### src/rtl/fp_check_pkg.sv
// Shared types and helpers for the FP register-file result checker.
// Holds the run-state encoding, default geometry and channel slicing.
package fp_check_pkg;

   typedef enum logic [1:0] {
      ST_IDLE = 2'd0,
      ST_RUN  = 2'd1,
      ST_DONE = 2'd2
   } state_t;

   localparam int DEF_WIDTH = 32;
   localparam int DEF_NCH   = 3;

   // Channel i of a packed register bus starts at bit i*width.
   function automatic int chan_lsb(input int idx, input int width);
      return idx * width;
   endfunction

endpackage

### src/rtl/fp_chan_cmp.sv
// Bitwise compare of one observed FP register against its expected value.
// A disabled channel always reports a match.
module fp_chan_cmp
   import fp_check_pkg::*;
#(
   parameter int WIDTH = DEF_WIDTH
) (
   input  logic [WIDTH-1:0] i_obs,
   input  logic [WIDTH-1:0] i_exp,
   input  logic             i_en,
   output logic             o_match
);

   // Exact bit equality: +0/-0 differ and NaN payloads must agree.
   assign o_match = ~i_en | (i_obs == i_exp);

endmodule

### config.mk
export PLATFORM = sky130hd
export DESIGN_NAME = fp_chan_cmp
export DESIGN_NICKNAME = d
export VERILOG_FILES = /design/src/rtl/fp_check_pkg.sv /design/src/rtl/fp_chan_cmp.sv
export SDC_FILE = /design/constraint.sdc
export NUM_CORES = 1
export LEC_CHECK = 0
export BUFFER_PORTS_ARGS = -buffer_cell sky130_fd_sc_hd__buf_2
export CAP_MARGIN = 5
export CORE_AREA = 2 2 39 41
export DETAILED_ROUTE_END_ITERATION = 16
export DIE_AREA = 0 0 41 43
export GPL_TIMING_DRIVEN = 0
export PLACE_DENSITY = 0.81
export SLEW_MARGIN = 15
export SYNTH_ARGS = -nofsm -noshare
export SYNTH_HDL_FRONTEND = slang
export SYNTH_SLANG_ARGS = --single-unit
### constraint.sdc
create_clock -name vclk -period 1.3
set_input_delay 0.26 -clock vclk [all_inputs]
set_output_delay 0.26 -clock vclk [all_outputs]
set_load 0.005 [all_outputs]
# After elaboration in Yosys (flattened, before gate mapping)
# Index checks and enable logic that the tools add are counted.
# classes
eq_ne	1
bitwise	2
# op_table
operator	n
$eq 32x32->1	1
$not 1->1	1
$or 1x1->1	1
# word_totals
ff_bits	0
wordCells	3
input_bits	65
output_inout_bits	1

# Depth between registers and ports, before layout
# depth
depth_word	2
depth_mapped	4
mapped_depth_nobuf	4

# Worst setup path before layout
# OpenSTA, ideal clock, no wires.
# synth_path
path_type	in2out
start	input port i_exp[11]
end	output port o_match
stages	4
t_arrival_ps	921
required_time_ps	1040
n_path_buf	0
path_slack_ps	119
path_cell_list	xor2_1 -> nor4_1 -> nand4_1 -> o21ai_1
# synth_via
elab_chain_len	2
# synth_lines
item	line	rtl
from (decl)	fp_chan_cmp.sv:9	input logic [WIDTH-1:0] i_exp,
$eq 32x32->1	fp_chan_cmp.sv:15	assign o_match = ~i_en | (i_obs == i_exp);
$or 1x1->1	fp_chan_cmp.sv:15	
to (decl)	fp_chan_cmp.sv:11	output logic o_match
# Every way passes these cells.

# Worst setup path in the final report
# layout_path
start	input port i_exp[29]
end	output port o_match
# Same word-level chain as after synthesis.

==> run metrics <==
drt via density 4.328; commonest cells after routing, fill and taps aside buf_2 (63), xor2_1 (31), nor4_1 (5); Seq cells 0; GR Util All Layers 0.1219; initial antenna violation count 0; Layout area overhead 113.7%; Die Span X 41 um; Largest stage delay, worst path 0.32 ns; IO Pins 66; Distinct cells, synth 4; synthesized area 347.8 sq um; crit end category output pin; Ant. Diodes 0; post-synth net total 108; Post-Place Cells 125; largest net degree at the start of global routing 2; FP Rows 14; post-synthesis compound-gate area fraction 0.01439; grt total ovfl 0; hold_buf cts 0; final worst slack -0.1796 ns; Final GP Congestion 0.6590; CP max stage cell nor4_1; CP Buf/Inv Count 2; Die Ht 43 um; DRC viols 0; Vias 541; HPWL Detailed 1049 um; status finished with violations; register area share after synthesis 0; Peak VDD IR 0.0001202 V; wire per inst 9.040 um; Final Cycle Share 1.138; postcts setup bufs 0; clock buffer count 0; simple-gate area share of the yosys netlist 0.1799; fmax 0.6759 GHz; WP data required 1.04 ns; mux cell area share after synthesis 0; Period minus WS final 1.480 ns; max-slew violations 0; most used cell along the critical path buf_2; FF/Latch Area 0 sq um; first-pass GRT wire length 1628 um; cell area power density 277.3 nW/um^2; CP Data Arrival Time 1.22 ns; DRT Pass-1 Iters 4; port bufs 66; failing checks negative setup slack; Critical Path Sink o_match; post-route ant nets 0; RSZ-0062 raised after global routing yes; Setup WS pre-CTS -0.2002 ns; largest family of logic cells by synthesized area XOR/XNOR gates; Fin. Hold Viols 0; leakage power 0.0004103 uW; Nets 176; hold crit path type in2out; Starting Density 0.2514; Post-Synth Adder-Cell Area 0; starting DRC count in detailed routing 1; final setup vio count 1; worst-path cell chain buf_2, xor2_1, nor4_1, nand4_1, o21ai_1, buf_2; Synth Area in XOR/XNOR 0.8058; Hold WS 0.7557 ns; commonest non-fill, non-tap cell in the layout buf_2; Worst Setup SP i_exp[29]; core box area 1384 sq um; worst-margin pin slew 0.2871 ns; Slew Limit Headroom 0.8068; Final Non-Filler Cells 125; Setup CP Type in2out; type of origin of the critical path input pin; routed wire length 1130 um; Max Cap Viol 0; synthesized area per cell 8.089 sq um; yosys warns 0; CP Depth 6; layout cells sized above 1 0.6422; Syn Inst Count 43; vias in the first global route 502; CP Max Fanout 1; cell family with most CP delay simple AND/OR/NAND/NOR gates; Die Area 1763 sq um
## tightest hold or removal path, delay by kind of cell
family	cells	cell delay [ns]
AOI/OAI and AO/OA	1	0.05
buffers and inverters	2	0.19
## synthesized netlist by cell type (all sizes together)
cell	number	share of area
xor2	32	0.81
nor4	8	0.14
nand4	2	0.036
o21ai	1	0.014
## layout make-up
cell class | instances | area (sq um)
timing repair buffer | 66 | 349.1
fill | 135 | 640.6
tap | 16 | 20.02
multi-input combinational | 43 | 374.1
## metal layers
metal / share of wire / up-vias / track usage / routed length [um]
met3: 0.13 / 0 / 0.005236 / 146
met1: 0.29 / 226 / 0.1108 / 323
met2: 0.58 / 34 / 0.2625 / 660
met4: 0 / 0 / 0.01333 / 0
li1: - / 281 / - / -
met5: 0 / - / 0 / 0
## power by group
part	total [uW]	internal [uW]	switching (uW)
registers	0	0	0
clock network	0	0	0
logic	206	124	82.2
## cell families (layout without fill, tap and decap cells)
logic type             after synthesis  after routing
buffers and inverters                0             66
XOR/XNOR                            32             32
AND/OR/NAND/NOR                     10             10
AO/OA/AOI/OAI                        1              1
## worst min-delay path by stage
stage          from  endpoint  slack [ns]  cells past startpoint
5_1_grt        i_en   o_match        0.78                      3
2_1_floorplan  i_en   o_match        0.57                      1
3_5_place_dp   i_en   o_match        0.76                      3
3_3_place_gp   i_en   o_match        0.75                      3
4_1_cts        i_en   o_match        0.76                      3
6_report       i_en   o_match        0.76                      3
## what timing repair did
item | 4_1_cts | 5_1_grt
setup endpoints to repair | 1 | 1
gates resized for setup | 2 | 5
pin swaps | 2 | 5
## through the flow
step                      power (uW)    util  area (sq um)  TNS, ns
after floorplan                70.71       -         347.8        0
after global placement         183.3  0.5045         698.2  -0.2035
after detailed placement       191.1  0.5045         698.2  -0.2002
after CTS                      198.4  0.5136         710.7  -0.1621
after global routing           230.7  0.5371         743.2  -0.2557
final                          206.1  0.5371         743.2  -0.1796
No activity file was read; power rests on OpenSTA's default activity.
